### config.mk
export PLATFORM = sky130hd
export DESIGN_NAME = net_gen
export DESIGN_NICKNAME = d
export VERILOG_FILES = /design/src/rtl/net_pkg.sv /design/src/rtl/net_dash_seq.sv /design/src/rtl/net_gen.sv
export SDC_FILE = /design/constraint.sdc
export NUM_CORES = 1
export LEC_CHECK = 0
export BUFFER_PORTS_ARGS = -buffer_cell sky130_fd_sc_hd__buf_2
export CAP_MARGIN = 20
export CORE_AREA = 3 3 50 52
export DETAILED_ROUTE_END_ITERATION = 6
export DIE_AREA = 0 0 53 55
export PLACE_DENSITY = 0.7
export RECOVER_POWER = 100
export SYNTH_ARGS = -nofsm -noshare
export SYNTH_HDL_FRONTEND = slang
export SYNTH_SLANG_ARGS = --single-unit
### constraint.sdc
create_clock -name clk7_159 -period 1.82 [get_ports clk7_159]
set_clock_uncertainty 0.15 [all_clocks]
set_input_delay 0.182 -clock clk7_159 [delete_from_list [all_inputs] [get_ports clk7_159]]
set_output_delay 0.182 -clock clk7_159 [all_outputs]
set_load 0.01 [all_outputs]
### src/rtl/net_pkg.sv
// Shared mode encodings and sizing helpers for the playfield centre-line generator.
package net_pkg;

    localparam logic [1:0] NET_OFF    = 2'b00;
    localparam logic [1:0] NET_SOLID  = 2'b01;
    localparam logic [1:0] NET_DASH   = 2'b10;
    localparam logic [1:0] NET_SCROLL = 2'b11;

    function automatic int dash_period(input int dash_on, input int dash_off);
        return dash_on + dash_off;
    endfunction

    // Bits needed to hold the value n itself, never fewer than one.
    function automatic int cnt_width(input int n);
        return (n > 0) ? $clog2(n + 1) : 1;
    endfunction

endpackage

### src/rtl/net_dash_seq.sv
// Per-line dash sequencer: counts active lines modulo the dash period and
// advances a per-frame starting phase when scrolling.
module net_dash_seq
    import net_pkg::*;
#(
    parameter int DASH_ON  = 4,
    parameter int DASH_OFF = 4
) (
    input  logic clk7_159,
    input  logic _reset,
    input  logic line_evt,
    input  logic frame_start,
    input  logic frame_end,
    input  logic scroll,
    output logic dash_lit
);

    localparam int PERIOD = dash_period(DASH_ON, DASH_OFF);
    localparam int LW     = cnt_width(PERIOD);
    localparam logic [LW-1:0] LAST   = LW'(PERIOD - 1);
    localparam logic [LW-1:0] ON_CNT = LW'(DASH_ON);

    logic [LW-1:0] lcnt_q, lcnt_d;
    logic [LW-1:0] phase_q, phase_d;

    function automatic logic [LW-1:0] wrap_inc(input logic [LW-1:0] v);
        return (v == LAST) ? '0 : v + LW'(1);
    endfunction

    always_comb begin
        lcnt_d = lcnt_q;
        if (frame_start) begin
            lcnt_d = phase_q;
        end else if (line_evt) begin
            lcnt_d = wrap_inc(lcnt_q);
        end

        // Phase only carries meaning while scrolling; other modes pin it to 0.
        phase_d = phase_q;
        if (!scroll) begin
            phase_d = '0;
        end else if (frame_end) begin
            phase_d = wrap_inc(phase_q);
        end
    end

    always_ff @(posedge clk7_159) begin
        if (!_reset) begin
            lcnt_q  <= '0;
            phase_q <= '0;
        end else begin
            lcnt_q  <= lcnt_d;
            phase_q <= phase_d;
        end
    end

    assign dash_lit = (lcnt_q < ON_CNT);

endmodule

### src/rtl/net_gen.sv
// Configurable centre-line net: one or more stripes at fixed columns, shown
// off, solid, dashed or as a dash pattern that scrolls one line per frame.
module net_gen
    import net_pkg::*;
#(
    parameter int H_BITS      = 9,
    parameter int NET_X       = 256,
    parameter int NET_W       = 1,
    parameter int NUM_NETS    = 1,
    parameter int NET_SPACING = 0,
    parameter int DASH_ON     = 4,
    parameter int DASH_OFF    = 4
) (
    input  logic       clk7_159,
    input  logic       _reset,
    input  logic       hblank,
    input  logic       vblank,
    input  logic [1:0] mode,
    output logic       net
);

    localparam int HW   = H_BITS + 1;
    localparam int HMAX = 1 << H_BITS;

    logic [H_BITS-1:0] hcnt_q, hcnt_d;
    logic              hblank_q, vblank_q;
    logic [1:0]        mode_q, mode_d;
    logic              net_q, net_d;

    logic                line_evt, frame_start, frame_end;
    logic                dash_lit;
    logic [NUM_NETS-1:0] stripe_hit;
    logic                hit;

    // Lines that start inside vertical blank are not counted.
    assign line_evt    = hblank & ~hblank_q & ~vblank;
    assign frame_start = ~vblank & vblank_q;
    assign frame_end   = vblank & ~vblank_q;

    // Windows beyond the counter range are clamped to HMAX so they clip, never wrap.
    for (genvar k = 0; k < NUM_NETS; k++) begin : g_stripe
        localparam int LO_RAW  = NET_X + k * NET_SPACING;
        localparam int HI_RAW  = LO_RAW + NET_W;
        localparam int LO_CLIP = (LO_RAW > HMAX) ? HMAX : LO_RAW;
        localparam int HI_CLIP = (HI_RAW > HMAX) ? HMAX : HI_RAW;
        localparam logic [HW-1:0] LO = HW'(LO_CLIP);
        localparam logic [HW-1:0] HI = HW'(HI_CLIP);

        assign stripe_hit[k] = ({1'b0, hcnt_q} >= LO) && ({1'b0, hcnt_q} < HI);
    end

    assign hit = |stripe_hit;

    always_comb begin
        hcnt_d = hcnt_q;
        if (hblank) begin
            hcnt_d = '0;
        end else if (hcnt_q != '1) begin
            hcnt_d = hcnt_q + H_BITS'(1);
        end

        mode_d = frame_end ? mode : mode_q;

        net_d = hit & ~hblank & ~vblank &
                ((mode_q == NET_SOLID) | (mode_q[1] & dash_lit));
    end

    always_ff @(posedge clk7_159) begin
        if (!_reset) begin
            hcnt_q   <= '0;
            hblank_q <= 1'b0;
            vblank_q <= 1'b0;
            mode_q   <= NET_OFF;
            net_q    <= 1'b0;
        end else begin
            hcnt_q   <= hcnt_d;
            hblank_q <= hblank;
            vblank_q <= vblank;
            mode_q   <= mode_d;
            net_q    <= net_d;
        end
    end

    net_dash_seq #(
        .DASH_ON  (DASH_ON),
        .DASH_OFF (DASH_OFF)
    ) u_dash (
        .clk7_159    (clk7_159),
        ._reset      (_reset),
        .line_evt    (line_evt),
        .frame_start (frame_start),
        .frame_end   (frame_end),
        .scroll      (mode_q == NET_SCROLL),
        .dash_lit    (dash_lit)
    );

    assign net = net_q;

endmodule

* Word-level counts from Yosys, hierarchy flattened
Index checks and enable logic that the tools add are counted.
Word-level totals: word-level logic and storage cells 40, input bits 6, output and inout port bits 1, register bits after elaboration 22
Cells by class: reduce and logical (&&, ||, !) cells 4, multiplexer cells 4, add/sub/neg operators 3, bitwise operators 14, magnitude comparators 3, eq/ne operators 5
Operator list (count):
- 4-bit two-way mux | 4
- 9-bit by 1-bit adder with 9-bit output, second input constant | 1
- 9-bit >= comparator, second input constant | 1
- 9-bit less-than comparator, second input constant | 1
- 9-bit != test, second input constant | 1
- 4-bit by 1-bit adder with 4-bit output, second input constant | 2
- 1-bit bitwise AND | 8
- 4-bit by 3-bit equality test with 1-bit output, second input constant | 2
- 1-bit inverter | 5
- 4-bit by 3-bit less-than comparator with 1-bit output, second input constant | 1
- 2-bit by 1-bit equality test with 1-bit output, second input constant | 1
- 2-bit equality test, second input constant | 1
- 2-bit AND reduction | 1
- 2-bit nonzero test | 1
- 2-bit OR reduction | 1
- 1-bit logical AND | 1
- 1-bit OR | 1

* Depth between registers and ports, before layout
depth after elaboration 5, gate-level depth with buffers 9, mapped depth without buffers 8

* Cells and area by module
From an unflattened synthesis, not the netlist that was laid out.
Unflattened totals: cell total of the unflattened synthesis 117, area total of the unflattened synthesis 1056.0 um^2
Modules (own cells, without submodules):
- net_gen | cells each 70, area an instance 653.1 um^2, times used 1
- net_dash_seq | cells each 47, area an instance 402.9 um^2, times used 1

* Worst setup path before layout
OpenSTA, ideal clock, no wires.
kind register to register, start register hcnt_q[0], end register hcnt_q[5], setup time 0.071 ns, slack -0.077 ns, stages on the path, launching flop included 9, arrival 1.676 ns, path through dfxtp_1 > ha_1 > nand3_1 > nor2_1 > ha_1 > clkbuf_1 > nand4b_1 > or3_1 > a21oi_1
Between the ends: longest elaborated chain between the ends 1, elaborated cells on any way between the ends 2, classes of those cells add/sub (1); eq/ne (1)
RTL lines:
- start: declaration | RTL line net_gen.sv:25 | logic [H_BITS-1:0] hcnt_q, hcnt_d;
- start signal: assignment | RTL line net_gen.sv:76 | hcnt_q <= hcnt_d;
- 9-bit by 1-bit adder with 9-bit output / 9-bit != test (equally long branches) | RTL line net_gen.sv:59, net_gen.sv:58
Several ways; a longest one is shown, not always the timed one. A chain may end at the register's enable or synchronous reset.

* Final worst setup path
Same ends and word-level chain as after synthesis.

==> flow_summary_export.csv <==
group,metric,value,unit
clock_network,clockBufferDepth,2,
cells_and_area,layout-drive-gt1-share,18.5,%
global_routing,grt_overflow,0,
sta,rsz0062_at_grt,"yes",
yosys,syn-mean-instance-area,8.86,sq um
min_path,hold_start,"_reset",
clock_network,cts_root_buffer,"clkbuf_4",
clock_network,clk_pin_slew,0.12,ns
critical_path,crit_path_start_kind,"register",
critical_path,worstPathMaxFanout,4,
floorplanning,initial_core_util,48.7,%
clock_network,htreeDepth,1,
sta,fin_crit_sh,100,%
critical_path,r2r_end,"hcnt_q[5]$_SDFFE_PP0P_",
sta,slew_viol_final,0,
placement,post_dp_cell_area,0.00114,sq mm
min_path,min_to,"u_dash.lcnt_q[3]$_SDFFE_PN0P_",
sta,report.final.setup_viol,1,
detailed_routing,drtIter0Drc,11,
floorplanning,chipHeight,55,um
detailed_routing,drc,0,
detailed_routing,dr.pass1.iters,4,
yosys,postSynthCellCount,118,
sta,finalCriticalPeriod,1.82,ns
global_routing,grt_max_degree,13,
power,leakagePower,0.464,nW
min_path,whs_path_depth,2,
power,power,0.000831,W
sta,clock.fmax,549,MHz
clock_network,cts_buffers,3,
cells_and_area,fin_util,57.8,%
floorplanning,ios,7,
floorplanning,rows,17,
sta,tightest_slew,0.388,ns
critical_path,endpoint_kind,"register",
detailed_routing,vias,861,
yosys,synth_fp_nets,129,
run_status,violations,"setup timing",
sta,fin_ws,-0.00210,ns
clock_network,clock_latency,0.31,ns
floorplanning,die_area,0.00292,sq mm
global_routing,antenna_found_initial,0,
critical_path,worstPathRequired,1.92,ns
critical_path,r2r_start,"hcnt_q[0]$_SDFFE_PP0P_",
placement,place_hpwl,1.45,mm
detailed_routing,finalWirelength,1.99,mm
clock_network,clock_sinks,22,
run_status,status,"finished, violations left",
flow_run,max_cap_viol_count,0,
power,powerDensity,668,mW/mm^2
cells_and_area,area_growth,18.8,%
global_routing,grt_pass1_vias,783,
yosys,syn_area,0.00105,sq mm
cells_and_area,nNetsFinal,147,
sta,fin_setup_tns,-0.00210,ns
sta,maxSlewHeadroom,74.2,%
sta,hold_slack,0.0180,ns
global_routing,met3_usage,4.83,%
placement,port_buffers,6,
global_routing,grt_pass1_wl,3.23,mm
floorplanning,die_w,53,um
detailed_routing,vias_per_cell,5.28,
yosys,ys_ff_latch,22,
placement,place_congestion,0.740,
global_routing,grt-busiest-layer,"met2",
cells_and_area,fin_area,0.00124,sq mm
power,vdd_ir_drop_max,0.000434,V
sta,hold_viol,0,
cells_and_area,diodes,0,
critical_path,reg2reg_depth,7,
yosys,ys_types,34,
floorplanning,core,0.00215,sq mm
global_routing,met2_usage,26.9,%
global_routing,grt_use_total,15.4,%
yosys,seq_area_frac_synth,42.1,%
min_path,min_path_type,"primary input to register",
clock_network,cts_tree,"done",
critical_path,critical_path_arrival,1.92,ns
detailed_routing,ant_nets,0,
critical_path,path_class,"register to register",
critical_path,r2r_slack,-0.002,ns
yosys,yosysWarnings,0,
detailed_routing,wl_per_cell,12.2,um
global_routing,gr-usage-met1,16.7,%
-- state kept, by name, summed over array words and instances, names as in the netlist --
signal / flops
hcnt_q: 9
u_dash.lcnt_q: 4
u_dash.phase_q: 4
mode_q: 2
hblank_q: 1
net: 1
vblank_q: 1
-- power breakdown --
part | switching, W | internal (W) | total [W]
sequential | 0.00000949 | 0.000491 | 0.000501
clock | 0.000146 | 0.000122 | 0.000269
combinational | 0.0000312 | 0.0000301 | 0.0000613
total | 0.000187 | 0.000643 | 0.000831
-- cell type report --
class                           count  area (sq um)
Multi-Input combinational cell     88           597
Sequential cell                    22           445
Fill cell                         199           906
Inverter                            5          18.8
Tap cell                           28          35.0
Clock buffer                        4          36.3
Timing Repair Buffer               16           110
-- cell usage after synthesis (all sizes together) --
cell type,n,area [sq um]
nor3b,1,7.51
nand4b,1,8.76
and2,2,12.5
and2b,2,17.5
or2b,1,8.76
o221ai,1,8.76
nand4,3,18.8
xnor2,1,8.76
a221oi,1,8.76
a21boi,3,22.5
or4b,1,13.8
a21oi,8,40.0
nor2,15,56.3
nand2,11,41.3
nor2b,3,18.8
or3,2,12.5
a22o,1,8.76
and3b,1,8.76
dfxtp,22,440
inv,5,18.8
nor4b,1,8.76
nor3,1,5.00
nand3,4,20.0
xor2,5,43.8
o21a,1,7.51
nand2b,1,6.26
mux2i,5,50.1
ha,5,62.6
clkbuf,3,11.3
o21ai,4,20.0
nor4,1,6.26
a311oi,1,15.0
o21bai,1,7.51
-- worst max-delay path: stages (launching register included) --
cell and delay (ns):
dfxtp_4 0.37, ha_4 0.16, nand3_2 0.07, nor2_2 0.04
ha_2 0.18, nand4b_1 0.24, or3_1 0.41, a21oi_2 0.14
-- logic make-up (layout without fill, tap and decap cells) --
| family | after synthesis | after routing | share of synthesized area (%) |
|---|---|---|---|
| flip-flops | 22 | 22 | 42.1 |
| buffers and inverters | 8 | 25 | 2.87 |
| XOR/XNOR | 6 | 6 | 5.02 |
| adder cells (fa/ha/maj) | 5 | 5 | 5.98 |
| multiplexers | 5 | 5 | 4.78 |
| AO/OA/AOI/OAI | 21 | 21 | 13.3 |
| AND/OR/NAND/NOR | 51 | 51 | 26.0 |
-- metal layers --
metal / routed length (um) / up-vias
li1: - / 439
met1: 847 / 404
met2: 1040 / 11
met3: 60 / 7
met4: 40 / 0
met5: 0 / -
-- worst max path at each step --
| stage | end | depth (start not counted) | start | slack [ns] |
|---|---|---|---|---|
| 6_report | hcnt_q[5]$_SDFFE_PP0P_ | 7 | hcnt_q[0]$_SDFFE_PP0P_ | -0.002 |
| 5_1_grt | hcnt_q[5]$_SDFFE_PP0P_ | 7 | hcnt_q[0]$_SDFFE_PP0P_ | -0.06 |
| 4_1_cts | hcnt_q[7]$_SDFFE_PP0P_ | 7 | hcnt_q[0]$_SDFFE_PP0P_ | 0.0004 |
| 3_5_place_dp | hcnt_q[5]$_SDFFE_PP0P_ | 7 | hcnt_q[0]$_SDFFE_PP0P_ | 0.005 |
| 3_3_place_gp | hcnt_q[5]$_SDFFE_PP0P_ | 7 | hcnt_q[0]$_SDFFE_PP0P_ | 0.1 |
| 2_1_floorplan | hcnt_q[5]$_SDFFE_PP0P_ | 8 | hcnt_q[0]$_SDFFE_PP0P_ | -0.01 |
-- per-stage QoR --
step / instances / setup slack [ns]
2_1_floorplan: 118 / -0.0127
6_report: 163 / -0.00210
4_1_cts: 163 / 0.000434
5_1_grt: 163 / -0.0627
3_3_place_gp: 154 / 0.0988
3_5_place_dp: 154 / 0.00511
-- timing repair --
item / 4_1_cts / 5_1_grt
buffers inserted: 2 / 0
hold buffers: 3 / 0
pin swaps: 2 / 5
resized for setup: 1 / 6
hold endpoints to repair: 3 / 0
setup endpoints to repair: 2 / 4
-- cells in the final DEF, fill, tap and decap left out, drive strengths merged, types with 4 or more instances in the layout --
cell / netlist / layout
a21oi: 8 / 8
buf: 0 / 11
clkbuf: 3 / 6
dfxtp: 22 / 22
ha: 5 / 5
inv: 5 / 5
mux2i: 5 / 5
nand2: 11 / 11
nand3: 4 / 4
nor2: 15 / 15
o21ai: 4 / 4
xor2: 5 / 5
Power figures use the tool's default switching activity.
